$ cat src/rtl/branch_predict_ctrl_if.sv
// Pipeline-side signal bundle for the branch prediction / redirect controller.
// Fetch-stage lookup, Execute-stage resolution, redirect/flush and statistics.
interface branch_predict_ctrl_if;
  // Fetch-stage lookup
  logic [31:0] PCF;
  logic        PredTakenF;
  logic [31:0] PredTargetF;
  // Execute-stage resolution inputs
  logic        ValidE;
  logic        BranchE;
  logic        JumpE;
  logic        ZeroE;
  logic [2:0]  funct3E;
  logic [31:0] PCE;
  logic [31:0] PCPlus4E;
  logic [31:0] PCTargetE;
  logic        PredTakenE;
  logic [31:0] PredTargetE;
  // Redirect and flush
  logic        MispredictE;
  logic [31:0] RedirectPCE;
  logic        FlushD;
  logic        FlushE;
  // Statistics
  logic [31:0] BranchCount;
  logic [31:0] MispredictCount;

  // Pipeline side: drives PCs and resolution info, consumes predictions/redirects.
  modport master (
    output PCF, ValidE, BranchE, JumpE, ZeroE, funct3E, PCE, PCPlus4E,
           PCTargetE, PredTakenE, PredTargetE,
    input  PredTakenF, PredTargetF, MispredictE, RedirectPCE, FlushD, FlushE,
           BranchCount, MispredictCount
  );

  // Controller side.
  modport slave (
    input  PCF, ValidE, BranchE, JumpE, ZeroE, funct3E, PCE, PCPlus4E,
           PCTargetE, PredTakenE, PredTargetE,
    output PredTakenF, PredTargetF, MispredictE, RedirectPCE, FlushD, FlushE,
           BranchCount, MispredictCount
  );
endinterface

$ cat src/rtl/branch_predict_ctrl.sv
// Branch prediction and redirect controller for a 5-stage RISC-V pipeline.
// A direct-mapped branch target table is looked up at Fetch (zero latency),
// branches/jumps are resolved at Execute, and the table is trained on the
// clock edge. The lookup sees pre-edge table contents (no write bypass).
module branch_predict_ctrl #(
  parameter int ENTRIES = 16,
  parameter int IDX_W   = $clog2(ENTRIES),
  parameter int TAG_W   = 30 - IDX_W
) (
  input  logic                  clk,
  input  logic                  rst_n,
  branch_predict_ctrl_if.slave  bp
);

  localparam logic [2:0] F3_BEQ = 3'b000;
  localparam logic [2:0] F3_BNE = 3'b001;

  // Branch target table
  logic              r_valid   [ENTRIES];
  logic [TAG_W-1:0]  r_tag     [ENTRIES];
  logic [31:0]       r_target  [ENTRIES];
  logic [1:0]        r_ctr     [ENTRIES];
  logic              r_is_jump [ENTRIES];

  // Statistics
  logic [31:0]       r_br_cnt;
  logic [31:0]       r_mis_cnt;

  // Fetch lookup
  logic [IDX_W-1:0]  w_idx_f;
  logic [TAG_W-1:0]  w_tag_f;
  logic              w_hit_f;

  // Execute resolve / train
  logic [IDX_W-1:0]  w_idx_e;
  logic [TAG_W-1:0]  w_tag_e;
  logic              w_hit_e;
  logic              w_ctl_e;
  logic              w_br_taken;
  logic              w_taken;
  logic              w_mispredict;
  logic              w_unused;

  // Two-bit saturating direction counter step.
  function automatic logic [1:0] ctr_step(input logic [1:0] c, input logic taken);
    if (taken) return (c == 2'b11) ? c : c + 2'd1;
    else       return (c == 2'b00) ? c : c - 2'd1;
  endfunction

  // 32-bit counter increment that sticks at all-ones instead of wrapping.
  function automatic logic [31:0] sat_inc(input logic [31:0] v);
    return (v == 32'hFFFF_FFFF) ? v : v + 32'd1;
  endfunction

  // Instructions are word aligned; the low PC bits carry no index/tag info.
  assign w_unused = &{1'b0, bp.PCE[1:0]};

  assign w_idx_f = bp.PCF[IDX_W+1:2];
  assign w_tag_f = bp.PCF[31:IDX_W+2];
  assign w_idx_e = bp.PCE[IDX_W+1:2];
  assign w_tag_e = bp.PCE[31:IDX_W+2];

  // Fetch-stage prediction; forced quiet while reset is held.
  always_comb begin
    w_hit_f        = r_valid[w_idx_f] && (r_tag[w_idx_f] == w_tag_f);
    bp.PredTakenF  = 1'b0;
    bp.PredTargetF = 32'd0;
    if (rst_n) begin
      bp.PredTakenF  = w_hit_f && (r_is_jump[w_idx_f] || r_ctr[w_idx_f][1]);
      bp.PredTargetF = w_hit_f ? r_target[w_idx_f] : bp.PCF + 32'd4;
    end
  end

  // Execute-stage resolution: actual outcome, mispredict detection and redirect.
  always_comb begin
    w_hit_e    = r_valid[w_idx_e] && (r_tag[w_idx_e] == w_tag_e);
    w_ctl_e    = bp.BranchE | bp.JumpE;
    w_br_taken = bp.BranchE &
                 (((bp.funct3E == F3_BEQ) &  bp.ZeroE) |
                  ((bp.funct3E == F3_BNE) & ~bp.ZeroE));
    w_taken    = bp.JumpE | w_br_taken;
    // A predicted-taken non-branch (tag alias) also lands here as a mispredict.
    w_mispredict = rst_n & bp.ValidE &
                   ((bp.PredTakenE != w_taken) |
                    (bp.PredTakenE & w_taken & (bp.PredTargetE != bp.PCTargetE)));
    bp.MispredictE = w_mispredict;
    bp.FlushD      = w_mispredict;
    bp.FlushE      = w_mispredict;
    bp.RedirectPCE = 32'd0;
    if (rst_n) bp.RedirectPCE = w_taken ? bp.PCTargetE : bp.PCPlus4E;
  end

  // Table training on resolved instructions; allocation only on taken misses.
  always_ff @(posedge clk or negedge rst_n) begin
    if (!rst_n) begin
      for (int i = 0; i < ENTRIES; i++) begin
        r_valid[i]   <= 1'b0;
        r_tag[i]     <= '0;
        r_target[i]  <= 32'd0;
        r_ctr[i]     <= 2'b01;
        r_is_jump[i] <= 1'b0;
      end
    end else if (bp.ValidE) begin
      if (w_ctl_e) begin
        if (w_hit_e) begin
          if (bp.JumpE) begin
            r_ctr[w_idx_e]     <= 2'b11;
            r_is_jump[w_idx_e] <= 1'b1;
          end else begin
            r_ctr[w_idx_e]     <= ctr_step(r_ctr[w_idx_e], w_taken);
          end
          if (w_taken) r_target[w_idx_e] <= bp.PCTargetE;
        end else if (w_taken) begin
          r_valid[w_idx_e]   <= 1'b1;
          r_tag[w_idx_e]     <= w_tag_e;
          r_target[w_idx_e]  <= bp.PCTargetE;
          r_ctr[w_idx_e]     <= bp.JumpE ? 2'b11 : 2'b10;
          r_is_jump[w_idx_e] <= bp.JumpE;
        end
      end else if (bp.PredTakenE && w_hit_e) begin
        // Entry aliased onto a non-branch: drop it so it stops redirecting.
        r_valid[w_idx_e] <= 1'b0;
      end
    end
  end

  // Saturating statistics counters.
  always_ff @(posedge clk or negedge rst_n) begin
    if (!rst_n) begin
      r_br_cnt  <= 32'd0;
      r_mis_cnt <= 32'd0;
    end else begin
      if (bp.ValidE && w_ctl_e) r_br_cnt  <= sat_inc(r_br_cnt);
      if (w_mispredict)         r_mis_cnt <= sat_inc(r_mis_cnt);
    end
  end

  assign bp.BranchCount     = r_br_cnt;
  assign bp.MispredictCount = r_mis_cnt;

endmodule

$ cat src/flat_wrapper.sv
// flat-port wrapper written by rule: the top's interface ports become plain ports
module branch_predict_ctrl_flat 
#(
  parameter int ENTRIES = 16,
  parameter int IDX_W   = $clog2(ENTRIES),
  parameter int TAG_W   = 30 - IDX_W
)
  (clk, rst_n, bp_PCF, bp_ValidE, bp_BranchE, bp_JumpE, bp_ZeroE, bp_funct3E, bp_PCE, bp_PCPlus4E, bp_PCTargetE, bp_PredTakenE, bp_PredTargetE, bp_PredTakenF, bp_PredTargetF, bp_MispredictE, bp_RedirectPCE, bp_FlushD, bp_FlushE, bp_BranchCount, bp_MispredictCount);
  branch_predict_ctrl_if bp_i ();
  input  logic clk;
  input  logic rst_n;
  input wire logic [$bits(bp_i.PCF)-1:0] bp_PCF;
  input wire logic [$bits(bp_i.ValidE)-1:0] bp_ValidE;
  input wire logic [$bits(bp_i.BranchE)-1:0] bp_BranchE;
  input wire logic [$bits(bp_i.JumpE)-1:0] bp_JumpE;
  input wire logic [$bits(bp_i.ZeroE)-1:0] bp_ZeroE;
  input wire logic [$bits(bp_i.funct3E)-1:0] bp_funct3E;
  input wire logic [$bits(bp_i.PCE)-1:0] bp_PCE;
  input wire logic [$bits(bp_i.PCPlus4E)-1:0] bp_PCPlus4E;
  input wire logic [$bits(bp_i.PCTargetE)-1:0] bp_PCTargetE;
  input wire logic [$bits(bp_i.PredTakenE)-1:0] bp_PredTakenE;
  input wire logic [$bits(bp_i.PredTargetE)-1:0] bp_PredTargetE;
  output wire logic [$bits(bp_i.PredTakenF)-1:0] bp_PredTakenF;
  output wire logic [$bits(bp_i.PredTargetF)-1:0] bp_PredTargetF;
  output wire logic [$bits(bp_i.MispredictE)-1:0] bp_MispredictE;
  output wire logic [$bits(bp_i.RedirectPCE)-1:0] bp_RedirectPCE;
  output wire logic [$bits(bp_i.FlushD)-1:0] bp_FlushD;
  output wire logic [$bits(bp_i.FlushE)-1:0] bp_FlushE;
  output wire logic [$bits(bp_i.BranchCount)-1:0] bp_BranchCount;
  output wire logic [$bits(bp_i.MispredictCount)-1:0] bp_MispredictCount;
  assign bp_i.PCF = bp_PCF;
  assign bp_i.ValidE = bp_ValidE;
  assign bp_i.BranchE = bp_BranchE;
  assign bp_i.JumpE = bp_JumpE;
  assign bp_i.ZeroE = bp_ZeroE;
  assign bp_i.funct3E = bp_funct3E;
  assign bp_i.PCE = bp_PCE;
  assign bp_i.PCPlus4E = bp_PCPlus4E;
  assign bp_i.PCTargetE = bp_PCTargetE;
  assign bp_i.PredTakenE = bp_PredTakenE;
  assign bp_i.PredTargetE = bp_PredTargetE;
  assign bp_PredTakenF = bp_i.PredTakenF;
  assign bp_PredTargetF = bp_i.PredTargetF;
  assign bp_MispredictE = bp_i.MispredictE;
  assign bp_RedirectPCE = bp_i.RedirectPCE;
  assign bp_FlushD = bp_i.FlushD;
  assign bp_FlushE = bp_i.FlushE;
  assign bp_BranchCount = bp_i.BranchCount;
  assign bp_MispredictCount = bp_i.MispredictCount;
  branch_predict_ctrl #(.ENTRIES(ENTRIES), .IDX_W(IDX_W), .TAG_W(TAG_W)) u_core (.clk(clk), .rst_n(rst_n), .bp(bp_i));
endmodule
$ cat config.mk
export PLATFORM = sky130hd
export DESIGN_NAME = branch_predict_ctrl_flat
export DESIGN_NICKNAME = d
export VERILOG_FILES = /design/src/rtl/branch_predict_ctrl_if.sv /design/src/rtl/branch_predict_ctrl.sv /design/src/flat_wrapper.sv
export SDC_FILE = /design/constraint.sdc
export NUM_CORES = 2
export LEC_CHECK = 0
export BUFFER_PORTS_ARGS = -buffer_cell sky130_fd_sc_hd__buf_2
export CORE_MARGIN = 5
export CORE_UTILIZATION = 52
export CTS_CLUSTER_DIAMETER = 150
export CTS_CLUSTER_SIZE = 25
export DETAILED_ROUTE_END_ITERATION = 8
export GPL_ROUTABILITY_DRIVEN = 1
export HOLD_SLACK_MARGIN = 0.03
export PLACE_DENSITY_LB_ADDON = 0.1
export SYNTH_ARGS = -nofsm -noshare
export SYNTH_HDL_FRONTEND = slang
export SYNTH_SLANG_ARGS = --single-unit
$ cat constraint.sdc
create_clock -name clk -period 4.4 [get_ports clk]
set_input_delay 0.66 -clock clk [delete_from_list [all_inputs] [get_ports clk]]
set_output_delay 0.66 -clock clk [all_outputs]
set_load 0.02 [all_outputs]
### Yosys cells after proc, flatten, opt, wreduce, memory -nomap -nowiden

Index checks and enable logic that the tools add are counted.

| storage, ports and cells | value |
|---|---|
| bits in registers | 1,056 |
| output and inout bits | 132 |

| cells by class | value |
|---|---|
| add/sub/neg operators | 5 |
| order comparisons | 3 |
| eq/ne operators | 11 |
| muxes and demuxes | 60 |
| bitwise operators | 22 |
| reductions and logical operators | 18 |

Operators with widths:

| kind | number |
|---|---|
| bitwise mux 512 bit | 1 |
| bitwise mux 416 bit | 1 |
| 2-to-1 mux 32 bit | 10 |
| binary-select mux 26 bit (select 4 bit) | 2 |
| 2-to-1 mux 26 bit | 5 |
| binary-select mux 32 bit (select 4 bit) | 1 |
| demux 32 bit (select 4 bit) | 1 |
| 2-to-1 mux 16 bit | 7 |
| demux 26 bit (select 4 bit) | 1 |
| adder 32 x 1 -> 32 bit (second input constant) | 2 |
| bitwise mux 32 bit | 2 |
| equality test 32 bit (second input constant) | 2 |
| equality test 26 bit | 2 |
| adder 32 x 3 -> 32 bit (second input constant) | 1 |
| inequality test 32 bit | 1 |
| bitwise OR 16 bit | 2 |
| bitwise OR 32 bit | 1 |
| 2-to-1 mux 2 bit | 12 |
| bitwise AND 16 bit | 1 |
| binary-select mux 2 bit (select 4 bit) | 2 |
| bitwise mux 16 bit | 1 |
| inverter 16 bit | 1 |
| binary-select mux 1 bit (select 4 bit) | 3 |
| AND reduction 4 bit | 3 |
| 22 further kinds | 54 |

### Longest topological paths before layout

| depth | value |
|---|---|
| depth in word-level cells | 14 |
| gate-level depth with buffers | 16 |

### Worst setup path before layout

No wires, ideal clock.

| timing path | value |
|---|---|
| path kind | input to output |
| from | input port bp_PCF[2] |
| to | output port bp_PredTargetF[2] |
| arrival time | 4.395 ns |
| data required time | 3.740 ns |
| path slack | -0.655 ns |
| cell stages on the path | 11 |
| path buffers | 4 |
| cells stage by stage | buf_2 buf_2 buf_1 mux4_2 mux4_2 xnor2_1 nand4_1 nor4_2 clkbuf_1 nand2_1 a21boi_0 |

| between the ends | value |
|---|---|
| cells in the longest elaborated chain, start to end | 8 |

RTL lines:

| what | line | text |
|---|---|---|
| from (decl) | flat_wrapper.sv:12 | `input wire logic [$bits(bp_i.PCF)-1:0] bp_PCF;` |
| inverter 4 -> 5 bit (not written as such) | branch_predict_ctrl.sv:65, branch_predict_ctrl.sv:70 |  |
| binary-select mux 26 bit (select 4 bit) | branch_predict_ctrl.sv:65 | `w_hit_f = r_valid[w_idx_f] && (r_tag[w_idx_f] == w_tag_f);` |
| 2-to-1 mux 26 bit (not written as such) (2 in series) | branch_predict_ctrl.sv:65 |  |
| equality test 26 bit | branch_predict_ctrl.sv:65 |  |
| logical AND 1 bit | branch_predict_ctrl.sv:65 |  |
| 2-to-1 mux 32 bit * | branch_predict_ctrl.sv:70 | `bp.PredTargetF = w_hit_f ? r_target[w_idx_f] : bp.PCF + 32'd4;` |
| 2-to-1 mux 32 bit * | branch_predict_ctrl.sv:68 | `if (rst_n) begin` |
| to (decl) | flat_wrapper.sv:24 | `output wire logic [$bits(bp_i.PredTargetF)-1:0] bp_PredTargetF;` |

Every way passes the cells marked *; elsewhere a longest branch is shown, timed or not. The select of a mux whose other input is x is not followed.

### Worst setup path in the final report

| timing path | value |
|---|---|
| from | input port bp_PCF[2] |
| to | output port bp_PredTargetF[25] |

The elaborated chain is that of the path after synthesis.

==> flow_summary.toml <==
[clock_network]
cts.path.max_buffers = 3
clock-sinks = 1056
worst_skew_pair.late_latency_ns = 0.70
cts_inserted_buffers = 48
h-tree-depth = 2
cts-root-buf = "clkbuf_16"
clkSlewWorstSetupHoldPaths_ns = 0.11
cts_tree = "built"

[worst_setup_path]
slowest_stage = "mux4_2"
timing.rr.end = "u_core.r_tag[227]"
cp_cell_sequence = "buf_16 > buf_8 > buf_4 > mux4_2 > mux4_2 > xnor2_2 > nand4_1 > or4_4 > nor4_4 > buf_6 > buf_12 > buf_16 > nor2_2 > a21oi_1 > nor2b_2 > buf_6"
critical-path-max-stage-delay_ns = 0.56
crit_start = "bp_PCF[2]"
critPathLaunchType = "primary input"
path_max_fanout = 7
crit_buf_inv = 7
path_delay_family = "buffers and inverters"
arrival_ns = 4.11
crit_end = "bp_PredTargetF[25]"
reg2reg_from = "u_core.r_tag[141]"
end_kind = "output port"
r2r_slack_ns = 0.56
cp_data_required_time_ns = 3.74
r2r_cells = 13
path_class = "primary input to output port"
cp.depth = 16

[yosys]
seq_area_frac_synth_pct = 48.8
synth_cells = 3840
synth_edf_count = 0
async_flop_share_pct = 100
syn_nets = 4014
ys.flop_type = "dfrtp_1"
ys_warn_count = 0
synth_cell_types = 74
syn-cell-area_sq_um = 54200
avgSynthCellArea_sq_um = 14.1
ys_ff_latch = 1056

[sta]
setup_slack_ns = -0.371
period_needed_ns = 4.77
slew_viol_final = 0
worst_slew_pin_slew_ns = 1.08
setup_viol = 33
hold_violations = 0
rsz0062_at_grt = "yes"
fmax_mhz = 210
slew_headroom_pct = 27.6
fin_skew_ns = 0.0236
fin_crit_sh_pct = 108

[floorplanning]
rows = 118
start_util_pct = 52.4
die_w_microns = 333
die_h_microns = 333
pin_count = 302
dieArea_sq_um = 111000
coreArea_sq_um = 103000

[power_and_ir_drop]
power.leakage_nw = 27.8
p_per_area_nw_per_um2 = 375
ir_drop_mv = 0.374

[routing]
drt-wirelength-per-cell_microns = 29.1
drt-initial-drc-count = 3049
via_per_inst = 6.31
first_pass_iters = 6
ant_nets = 0
vias = 35123
drcViolationCount = 0
wl_microns = 162000

[final_layout]
area_growth_syn_to_layout_pct = 13.8
most-common-layout-cells = "1040 x dfrtp_1, 653 x mux2_2, 387 x mux4_2, 280 x mux2_1, 260 x buf_2"
multi_input_area_sq_um = 26700
layout_commonest_cell = "dfrtp_1"
final_nets = 4335
seq_area_sq_um = 26400
fillers = 8137
drive_above_1_share_pct = 44.1
fin_area_sq_um = 61700

[grt]
overflow = 0
grt.total_usage_pct = 28.8
antenna_found_initial = 9
grt_pass1_vias = 35790
grt_max_degree = 164
grt_pass1_wl_microns = 241000

[status]
violations = "setup timing"
status = "complete, but fails checks"

[min_path]
hold_path_class = "primary input to register"
whs_path_depth = 2

[run]
maxCapViolCount = 0

[place]
dp_hpwl_microns = 107000
dp_slack_ns = -0.556
portBuffers = 299
gp_congestion = 0.874
placed_area_sq_um = 59400
[synth_stat cells (all sizes together) (13+ instances only)]
cell | number | area [sq um]
dfrtp | 1040 | 26000
mux2 | 933 | 10500
mux4 | 387 | 8720
nand2 | 216 | 813
clkbuf | 209 | 785
buf | 137 | 708
xnor2 | 110 | 963
nor2 | 101 | 414
mux2i | 80 | 801
o21ai | 77 | 389
xor2 | 76 | 666
a21oi | 61 | 305
nand3 | 48 | 240
a21boi | 34 | 255
nand4 | 32 | 200
nor2b | 30 | 188
a22oi | 28 | 210
and3 | 25 | 156
inv | 22 | 82.6
nor4 | 21 | 153
dfstp | 16 | 420
nand2b | 16 | 100
nor3 | 13 | 75.1
[repair_timing]
action	in CTS	in global routing
setup buffers	3	18
endpoints found under the hold margin	14	0
pin swaps	2	7
setup endpoints to repair	33	33
gates resized for setup	86	57
hold buffers	1	0
gates cloned	4	3
[how the worst min path moves through the flow]
| stage | startpoint | endpoint | slack (ns) |
|---|---|---|---|
| after CTS | bp_PCE[13] | u_core.r_tag[85] | 0.35 |
| after floorplan | rst_n | async pin | 0.36 |
| after global routing | bp_PCE[13] | u_core.r_tag[85] | 0.38 |
| after global placement | u_core.bp.MispredictCount[28] | u_core.bp.MispredictCount[28] | 0.48 |
| final | bp_PCE[13] | u_core.r_tag[85] | 0.40 |
| after detailed placement | u_core.bp.MispredictCount[11] | u_core.bp.MispredictCount[11] | 0.48 |
[state kept, by name, summed over array words and instances (netlist names), named ones only]
register                   cells
u_core.bp.MispredictCount     32
u_core.r_tag                 416
u_core.r_ctr                  32
u_core.r_is_jump              16
u_core.bp.BranchCount         32
u_core.r_target              512
[per-layer routing]
| metal | track usage, % | vias up | part of all wire (%) |
|---|---|---|---|
| met2 | 45.9 | 1206 | 47 |
| met3 | 6.45 | 201 | 7.3 |
| li1 | - | 14852 | - |
| met5 | 0 | - | 0.0080 |
| met1 | 40.4 | 18862 | 42 |
| met4 | 8.03 | 2 | 3.0 |
[final cells by class]
class                      instances  share of cell area [%]
antenna                            9                  0.0365
clock buffer                      58                    2.01
clock inverter                     4                   0.105
inverter                          24                   0.146
multi-input combinational       2414                    43.3
sequential                      1056                    42.9
tap                             1380                    2.80
timing repair buffer             617                    8.80
[per-stage QoR]
| stage | setup TNS (ns) | util [%] | power, mW | hold slack [ns] | instances |
|---|---|---|---|---|---|
| floorplan | -0.139 | - | 16.1 | 0.364 | 3840 |
| global placement | -20.72 | 57.4 | 17.8 | 0.477 | 5462 |
| detailed placement | -18.47 | 57.4 | 18.0 | 0.481 | 5462 |
| CTS | -10.18 | 59.1 | 23.2 | 0.349 | 5532 |
| global route | -13.70 | 59.6 | 24.2 | 0.378 | 5555 |
| finish | -10.16 | 59.6 | 23.2 | 0.397 | 5562 |
[where the power goes]
| group | internal [mW] | leakage [nW] | total (mW) | switching, mW |
|---|---|---|---|---|
| Combinational | 3.09 | 13.6 | 5.39 | 2.30 |
| Clock | 2.03 | 0.634 | 5.24 | 3.21 |
| Sequential | 11.4 | 13.6 | 12.5 | 1.11 |
[cell families after synthesis]
| family | Yosys count | synth area share [%] |
|---|---|---|
| multiplexers | 1400 | 36.9 |
| XOR/XNOR | 186 | 3.00 |
| AND/OR/NAND/NOR | 542 | 4.88 |
| flip-flops | 1056 | 48.8 |
| buffers and inverters | 370 | 2.92 |
| adder cells (fa/ha/maj) | 5 | 0.111 |
| AO/OA/AOI/OAI | 281 | 3.40 |
Power figures use the tool's default switching activity.
